**src/rtl/view_pkg.sv**
```systemverilog
// Shared constants, trig table and saturation helper for the view rotation path.
// Used by view_rotator and sin_cos_rom; CAM_STEPS matches virtual_camera.
package view_pkg;

    localparam int CAM_STEPS  = 64;
    localparam int ANG_W      = 6;
    localparam int TRIG_ONE   = 128;
    localparam int TRIG_SHIFT = 7;
    localparam int PW_DEF     = 10;
    localparam int TW_DEF     = 9;

    // round(128*sin(2*pi*k/64)) for the first quadrant, k = 0..16
    function automatic int quarter_sin(input int k);
        int v;
        case (k)
            0:  v = 0;
            1:  v = 13;
            2:  v = 25;
            3:  v = 37;
            4:  v = 49;
            5:  v = 60;
            6:  v = 71;
            7:  v = 81;
            8:  v = 91;
            9:  v = 99;
            10: v = 106;
            11: v = 113;
            12: v = 118;
            13: v = 122;
            14: v = 126;
            15: v = 127;
            default: v = TRIG_ONE;
        endcase
        return v;
    endfunction

    function automatic int sin_entry(input int k);
        int m;
        int v;
        m = k % CAM_STEPS;
        if (m <= 16)      v = quarter_sin(m);
        else if (m <= 32) v = quarter_sin(32 - m);
        else if (m <= 48) v = -quarter_sin(m - 32);
        else              v = -quarter_sin(64 - m);
        return v;
    endfunction

    function automatic logic signed [31:0] sat_clip(input logic signed [31:0] v,
                                                    input int w);
        logic signed [31:0] hi;
        logic signed [31:0] lo;
        logic signed [31:0] r;
        hi = (32'sd1 <<< (w - 1)) - 32'sd1;
        lo = -(32'sd1 <<< (w - 1));
        if (v > hi)      r = hi;
        else if (v < lo) r = lo;
        else             r = v;
        return r;
    endfunction

endpackage

```
**src/rtl/view_rotator_sin_cos_rom.sv**
```systemverilog
// 64-entry sine table with registered sin/cos read ports; cos reads the
// same table a quarter turn ahead.
module sin_cos_rom
    import view_pkg::*;
#(
    parameter int TW = TW_DEF
) (
    input  logic                    clk,
    input  logic                    en,
    input  logic [ANG_W-1:0]        angle,
    output logic signed [TW-1:0]    sin_q,
    output logic signed [TW-1:0]    cos_q
);

    logic signed [TW-1:0] rom [CAM_STEPS];
    logic [ANG_W-1:0]     cos_idx;

    generate
        for (genvar gi = 0; gi < CAM_STEPS; gi++) begin : g_rom
            assign rom[gi] = TW'(sin_entry(gi));
        end
    endgenerate

    assign cos_idx = angle + ANG_W'(CAM_STEPS / 4);

    always_ff @(posedge clk) begin
        if (en) begin
            sin_q <= rom[angle];
            cos_q <= rom[cos_idx];
        end
    end

endmodule

```
**src/rtl/view_rotator.sv**
```systemverilog
// Rotates streamed 3D points about the y axis by a per-frame latched angle.
// Define VIEW_ROT_DEPTH_EN to also compute rotated depth on out_z.
module view_rotator
    import view_pkg::*;
#(
    parameter int PW = PW_DEF,
    parameter int TW = TW_DEF
) (
    input  logic                 clk,
    input  logic                 reset,
    input  logic [ANG_W-1:0]     camera_offset,
    input  logic                 in_valid,
    output logic                 in_ready,
    input  logic                 in_sof,
    input  logic signed [PW-1:0] in_x,
    input  logic signed [PW-1:0] in_y,
    input  logic signed [PW-1:0] in_z,
    output logic                 out_valid,
    input  logic                 out_ready,
    output logic                 out_sof,
    output logic signed [PW-1:0] out_x,
    output logic signed [PW-1:0] out_y,
    output logic signed [PW-1:0] out_z
);

    localparam int MW = PW + TW;
    localparam int SW = MW + 1;

    logic                 advance;
    logic                 accept;
    logic [ANG_W-1:0]     angle_reg;
    logic [ANG_W-1:0]     angle_sel;
    logic signed [TW-1:0] sin_q;
    logic signed [TW-1:0] cos_q;

    logic                 v1_reg, sof1_reg;
    logic signed [PW-1:0] x1_reg, y1_reg, z1_reg;
    logic                 v2_reg, sof2_reg;
    logic signed [PW-1:0] y2_reg;
    logic signed [MW-1:0] p_xc_reg, p_zs_reg;

    logic signed [SW-1:0] sum_x, shx;
    logic signed [31:0]   sat_x;

    // The whole pipeline moves in lockstep; only a held output stalls it.
    assign advance   = !(out_valid && !out_ready);
    assign in_ready  = advance;
    assign accept    = in_valid && advance;
    // A sof point already uses its own offset, not the previous frame's.
    assign angle_sel = in_sof ? camera_offset : angle_reg;

    always_ff @(posedge clk or posedge reset) begin
        if (reset)                  angle_reg <= '0;
        else if (accept && in_sof)  angle_reg <= camera_offset;
    end

    sin_cos_rom #(.TW(TW)) u_rom (
        .clk   (clk),
        .en    (accept),
        .angle (angle_sel),
        .sin_q (sin_q),
        .cos_q (cos_q)
    );

    always_ff @(posedge clk or posedge reset) begin
        if (reset) begin
            v1_reg   <= 1'b0;
            sof1_reg <= 1'b0;
            x1_reg   <= '0;
            y1_reg   <= '0;
            z1_reg   <= '0;
        end else if (advance) begin
            v1_reg <= in_valid;
            if (accept) begin
                sof1_reg <= in_sof;
                x1_reg   <= in_x;
                y1_reg   <= in_y;
                z1_reg   <= in_z;
            end
        end
    end

    always_ff @(posedge clk or posedge reset) begin
        if (reset) begin
            v2_reg   <= 1'b0;
            sof2_reg <= 1'b0;
            y2_reg   <= '0;
            p_xc_reg <= '0;
            p_zs_reg <= '0;
        end else if (advance) begin
            v2_reg <= v1_reg;
            if (v1_reg) begin
                sof2_reg <= sof1_reg;
                y2_reg   <= y1_reg;
                p_xc_reg <= MW'(x1_reg) * MW'(cos_q);
                p_zs_reg <= MW'(z1_reg) * MW'(sin_q);
            end
        end
    end

    assign sum_x = SW'(p_xc_reg) + SW'(p_zs_reg);
    assign shx   = sum_x >>> TRIG_SHIFT;
    assign sat_x = sat_clip(32'(shx), PW);

    always_ff @(posedge clk or posedge reset) begin
        if (reset) begin
            out_valid <= 1'b0;
            out_sof   <= 1'b0;
            out_x     <= '0;
            out_y     <= '0;
        end else if (advance) begin
            out_valid <= v2_reg;
            if (v2_reg) begin
                out_sof <= sof2_reg;
                out_x   <= sat_x[PW-1:0];
                out_y   <= y2_reg;
            end
        end
    end

`ifdef VIEW_ROT_DEPTH_EN
    logic signed [MW-1:0] p_zc_reg, p_xs_reg;
    logic signed [SW-1:0] sum_z, shz;
    logic signed [31:0]   sat_z;

    always_ff @(posedge clk or posedge reset) begin
        if (reset) begin
            p_zc_reg <= '0;
            p_xs_reg <= '0;
        end else if (advance && v1_reg) begin
            p_zc_reg <= MW'(z1_reg) * MW'(cos_q);
            p_xs_reg <= MW'(x1_reg) * MW'(sin_q);
        end
    end

    assign sum_z = SW'(p_zc_reg) - SW'(p_xs_reg);
    assign shz   = sum_z >>> TRIG_SHIFT;
    assign sat_z = sat_clip(32'(shz), PW);

    always_ff @(posedge clk or posedge reset) begin
        if (reset)                  out_z <= '0;
        else if (advance && v2_reg) out_z <= sat_z[PW-1:0];
    end
`else
    assign out_z = '0;
`endif

endmodule
```
**config.mk**
```make
export PLATFORM = sky130hd
export DESIGN_NAME = view_rotator
export DESIGN_NICKNAME = d
export VERILOG_FILES = /design/src/rtl/view_pkg.sv /design/src/rtl/view_rotator_sin_cos_rom.sv /design/src/rtl/view_rotator.sv
export SDC_FILE = /design/constraint.sdc
export NUM_CORES = 1
export LEC_CHECK = 0
export BUFFER_PORTS_ARGS = -buffer_cell sky130_fd_sc_hd__buf_2
export CAP_MARGIN = 20
export CORE_MARGIN = 1.5
export CORE_UTILIZATION = 62
export DETAILED_ROUTE_END_ITERATION = 16
export PLACE_DENSITY = 0.81
export RECOVER_POWER = 50
export SLEW_MARGIN = 20
export SYNTH_ARGS = -nofsm -noshare
export SYNTH_HDL_FRONTEND = slang
export SYNTH_SLANG_ARGS = --single-unit
```
**constraint.sdc**
```tcl
create_clock -name clk -period 9.1 [get_ports clk]
set_input_delay 2.275 -clock clk [delete_from_list [all_inputs] [get_ports clk]]
set_output_delay 2.275 -clock clk [all_outputs]
set_load 0.01 [all_outputs]
```
-- Yosys cells after proc, flatten, opt, wreduce, memory -nomap -nowiden
Memories as Yosys holds them, arrays and structs flattened. A register that Yosys moved wholly into a read port is not among the register bits.
Index checks and enable logic that the tools add are counted.
- bits in registers: 110
- bits in read-only memories: 1152
- bits of input ports: 41
- output and inout bits: 33
- logic and storage cells: 37
- memories: 2
- memory list (memory ; depth ; bits a word ; rd ports ; clocked after Yosys merged registers in ; wr ports ; line ; RTL):
    (name not given) ; 64 ; 9 ; 1 ; 1 ; 0 ; view_rotator_sin_cos_rom.sv:29 ; cos_q <= rom[cos_idx];
    (name not given) ; 64 ; 9 ; 1 ; 1 ; 0 ; view_rotator_sin_cos_rom.sv:28 ; sin_q <= rom[angle];
- $add $sub $neg: 2
- multiply operators: 2
- magnitude comparators: 2
- muxes and demuxes: 3
- bitwise logic cells: 3
- reduce and logical (&&, ||, !) cells: 8
- operator list (operator ; number):
    10-bit by 9-bit multiplier with 19-bit output ; 2
    19-bit by 19-bit adder with 20-bit output ; 1
    10-bit two-way mux ; 2
    6-bit NOT with 7-bit output ; 2
    13-bit by 10-bit > comparator with 1-bit output, second input constant ; 1
    13-bit by 10-bit < comparator with 1-bit output, second input constant ; 1
    6-bit by 5-bit adder with 6-bit output, second input constant ; 1
    6-bit two-way mux ; 1
    2-bit AND reduction ; 3
    1-bit logical AND ; 3
    1-bit zero test ; 2
    1-bit NOT ; 1

-- Longest topological paths before layout
- depth after elaboration: 5
- depth in mapped cells: 23
- mapped depth without buffers: 22

-- Modules after synthesis
From an unflattened synthesis, not the netlist that was laid out.
- cell total of the unflattened synthesis: 1295
- area, all modules: 12941.2 um2
- by module, submodules not included (module ; times used ; cells an instance ; area each (um2) ; sequential area each (um2)):
    view_rotator ; 1 ; 1117 ; 11285.8 ; 2752.6
    sin_cos_rom ; 1 ; 178 ; 1655.3 ; 540.5

-- Worst setup path before layout
OpenSTA, ideal clock, no wires.
- path type: reg2reg
- from: reg u_rom.cos_q[0]
- to: reg p_xc_reg[18]
- library setup time: 0.133 ns
- arrival time: 4.744 ns
- required time: 8.967 ns
- setup slack: 4.223 ns
- stages on the path, launching flop included: 20
- path buffers: 1
- period minus slack after synthesis: 4.877 ns
- cell sequence: edfxtp_1 clkbuf_1 nand2_1 fa_1 inv_1 fa_1 inv_1 fa_1 inv_1 fa_1 ha_1 ha_1 a21oi_1 o21ai_0 o41ai_1 o21a_1 a21oi_1 a21oi_1 xnor2_1 o21ai_0
- word-level cells in the longest chain between the ends: 1
- ends and longest elaborated chain (element ; line ; RTL):
    start: declaration ; view_rotator_sin_cos_rom.sv:12 ; output logic signed [TW-1:0] cos_q
    10-bit by 9-bit multiplier with 19-bit output ; view_rotator.sv:95 ; p_xc_reg <= MW'(x1_reg) * MW'(cos_q);
    end signal: assignment ; view_rotator.sv:95 ;
    end: declaration ; view_rotator.sv:40 ; logic signed [MW-1:0] p_xc_reg, p_zs_reg;
Every way passes these cells.
A chain may end at the register's enable or synchronous reset.

-- Worst setup path after layout
- from: in out_ready
- to: reg angle_reg[1]
- word-level cells in the longest chain between the ends: 5
- ends and longest elaborated chain (element ; line ; RTL):
    start: declaration ; view_rotator.sv:19 ; input logic out_ready,
    1-bit zero test ; view_rotator.sv:46 ; assign advance = !(out_valid && !out_ready);
    1-bit logical AND ; view_rotator.sv:46 ;
    1-bit zero test ; view_rotator.sv:46 ;
    1-bit logical AND ; view_rotator.sv:48 ; assign accept = in_valid && advance;
    1-bit logical AND ; view_rotator.sv:54 ; else if (accept && in_sof) angle_reg <= camera_offset;
    end signal: assignment ; view_rotator.sv:54 ;
    end: declaration ; view_rotator.sv:31 ; logic [ANG_W-1:0] angle_reg;
Every way passes these cells.

==> results.md <==
- Status: complete, but fails checks
- Failing checks: max-capacitance violations, max-slew violations
- Register area: about 3300 µm²
- Count of hold-fix buffers inserted at cts: 0
- Vias in the first global route: 9233
- Layout area overhead: 7.86%
- Io pins: 74
- Fmax: 169 MHz
- H-tree Lvls: 4
- Final period util: between 60% and 70%
- Slew Limit Fails: 174
- Width of the die: ~150 µm
- GR Overflow Total: 0
- Delay-heaviest family, CP: buffers and inverters
- Worst r2r src: u_rom.sin_q[3]$_DFFE_PP_
- Number of port buffers: 63
- Total number of vias: 8929
- Final Hold Vio Count: 0
- FF+latch count, synth: 128
- Post-layout nets: 1641
- Layout cells sized above 1: between 10% and 20%
- Drc violations: 0
- Root Driver: clkbuf_16
- Number of flops mapped to enable cells by yosys: 18
- Maxcap violations: 3
- Hold Startpoint: y2_reg[5]$_DFFE_PP0P_
- Syn. warnings: 0
- Crit path buf inv count: 3
- Most frequent cells in the layout: 193 x nand2_1, 165 x inv_1, 154 x fa_1
- Post-synthesis sequential area ratio: 25.8%
- Crit path capture type: flip-flop
- Crit path top cell by count: nand2_1
- Slew @ Worst Pin: between 3000 and 4000 ps
- Vias per Instance: 5.50
- Initial antenna violation count: 0
- Clock Sinks: ~130
- Arrival time at the worst endpoint: 6230 ps
- Most common cell after layout, fill and taps aside: nand2_1
- Diodes inserted: 0
- Clock-pin slew on the worst setup and hold paths: 70 ps
- Num CTS Buffers: 17
- Final wirelength: 26.0 mm
- Final GP Congestion: between 0.9 and 1
- Starting DRT DRC Count: 567
- First-pass GRT wire length: between 40 and 50 mm
- Die Ht: 147 µm
- Primary FF master, synth: dfrtp_1
- Synth Area per Inst: 9.71 µm²
- DPL Wire Length: slightly above 20 mm
- Area occupied by multi-input gates: between 8000 and 9000 µm²
- RSZ-0062 raised after global routing: no
- Setup TNS: 0 ps
- Mapped Area: ~13000 µm²
- Clock skew: 15.1 ps
- Unique cell type count in the Yosys netlist: 55
- Number of fill cells in the layout: 1538
- Critical path type: input port to flip-flop
- Clk_lat worst skew: 430 ps
- Cell count after synthesis: 1317
- Row cnt: 52
- CTS resizes: 0
- Die ar.: approximately 21000 µm²
- Wire length per cell: 16.0 µm
- GRT Util Overall: 26.0%
- Slowest CP cell: clkbuf_1
- Critical Path RT: 9410 ps
- Initial Util: between 60% and 70%
- Pin count of the biggest net entering global routing: 78
- Post-detailed-route count of antenna-violating nets: 0
- Async S/R FF share, synth: 85.9%
- CP peak stage delay: 1960 ps
- Final setup violation count: 0
- Final min period: 5910 ps
- Worst Setup SP: out_ready
- Setup bufs post-CTS: 0
- Core area: 20200 µm²
- Clock Tree Buf Depth: 2
- Crit-path cells: buf_2, nand2b_1, nand2_1, clkinv_1, clkbuf_1, nand2_1, mux2_2
- Crit start category: input port
- Max-slew headroom: -109%
- CTS tree: yes
- Crit path max fanout: 49
- Min-Delay Path Class: flip-flop to flip-flop
- DR pass1 iterations: 5
-- kinds of logic after synthesis --
group           after synthesis  share of synthesized area (%)
simple gates                387                           13.9
mux                          74                           6.71
xor+xnor                     48                           3.29
fa+ha+maj                   259                           34.4
compound gates              179                           8.54
buf+inv                     241                           7.41
other cells                   1                         0.0293
flops                       128                           25.8
-- cells in the mapped netlist, types with 3 or more instances --
| master | n | area, µm² |
|---|---|---|
| a21boi_0 | 3 | 22.5 |
| xor2_1 | 16 | 140 |
| o21bai_1 | 6 | 45.0 |
| and3_1 | 6 | 37.5 |
| a211oi_1 | 5 | 37.5 |
| dfrtp_1 | 110 | 2750 |
| o211ai_1 | 4 | 30.0 |
| a21o_1 | 9 | 67.6 |
| o31a_1 | 3 | 26.3 |
| clkbuf_1 | 60 | 225 |
| xnor2_1 | 32 | 280 |
| mux2i_1 | 7 | 70.1 |
| or3_1 | 5 | 31.3 |
| a21oi_1 | 52 | 260 |
| mux2_2 | 64 | 721 |
| and2_1 | 72 | 450 |
| o22ai_1 | 12 | 75.1 |
| nor2_1 | 50 | 188 |
| mux4_2 | 3 | 67.6 |
| nor2b_1 | 19 | 119 |
| o21a_1 | 3 | 22.5 |
| nand2b_1 | 6 | 37.5 |
| fa_1 | 154 | 3080 |
| edfxtp_1 | 18 | 541 |
| nor3_1 | 17 | 85.1 |
| nand2_1 | 194 | 728 |
| inv_1 | 166 | 623 |
| a31oi_1 | 6 | 37.5 |
| ha_1 | 105 | 1310 |
| o21ai_0 | 58 | 290 |
| nand3_1 | 12 | 60.1 |
| buf_4 | 11 | 82.6 |
-- cell type report --
class / instances / share of cell area [%]
Multi-Input combinational cell: 957 / 62.3
Timing Repair Buffer: 70 / 2.41
Clock inverter: 15 / 1.36
Tap cell: 270 / 2.45
Sequential cell: 128 / 23.9
Clock buffer: 17 / 3.08
Inverter: 167 / 4.55
-- layer usage --
metal	share of wire [%]	GRT usage, %
met1	46	35.3
met2	48	43.1
met3	3.7	4.13
met4	2.2	8.33
met5	0	0
-- metrics by stage --
stage / hold slack (ps) / setup slack (ps) / instances / utilization, % / instance area [µm²]
final: 463 / 3190 / 1624 / 68.2 / 13800
after detailed placement: 452 / 3880 / 1592 / 65.3 / 13200
after global routing: 487 / 2900 / 1624 / 68.2 / 13800
after global placement: 442 / 3970 / 1592 / 65.3 / 13200
after floorplan: 433 / 3920 / 1326 / - / 12800
after CTS: 464 / 3830 / 1624 / 68.3 / 13800
-- final timing paths --
kind | endpoint | slack [ps] | cells past startpoint
hold / removal | out_y[5]$_DFFE_PP0P_ | 460 | 2
hold reg to reg | out_y[5]$_DFFE_PP0P_ | 460 | 2
min in group asynchronous | y2_reg[2]$_DFFE_PP0P_ | 2320 | 2
max in group asynchronous | z1_reg[0]$_DFFE_PP0P_ | 5180 | 3
setup reg to reg | p_zs_reg[17]$_DFFE_PP0P_ | 3730 | 17
setup / recovery | angle_reg[1]$_DFFE_PP0P_ | 3190 | 7
-- tightest hold or removal path, stage by stage (launching register included) --
cell and delay [ps]:
dfrtp_1 340, nand2_1 50, nand2_1 50
Power is not shown: default switching activity piles up to over one toggle a cycle in this logic, so the estimate is an artifact.
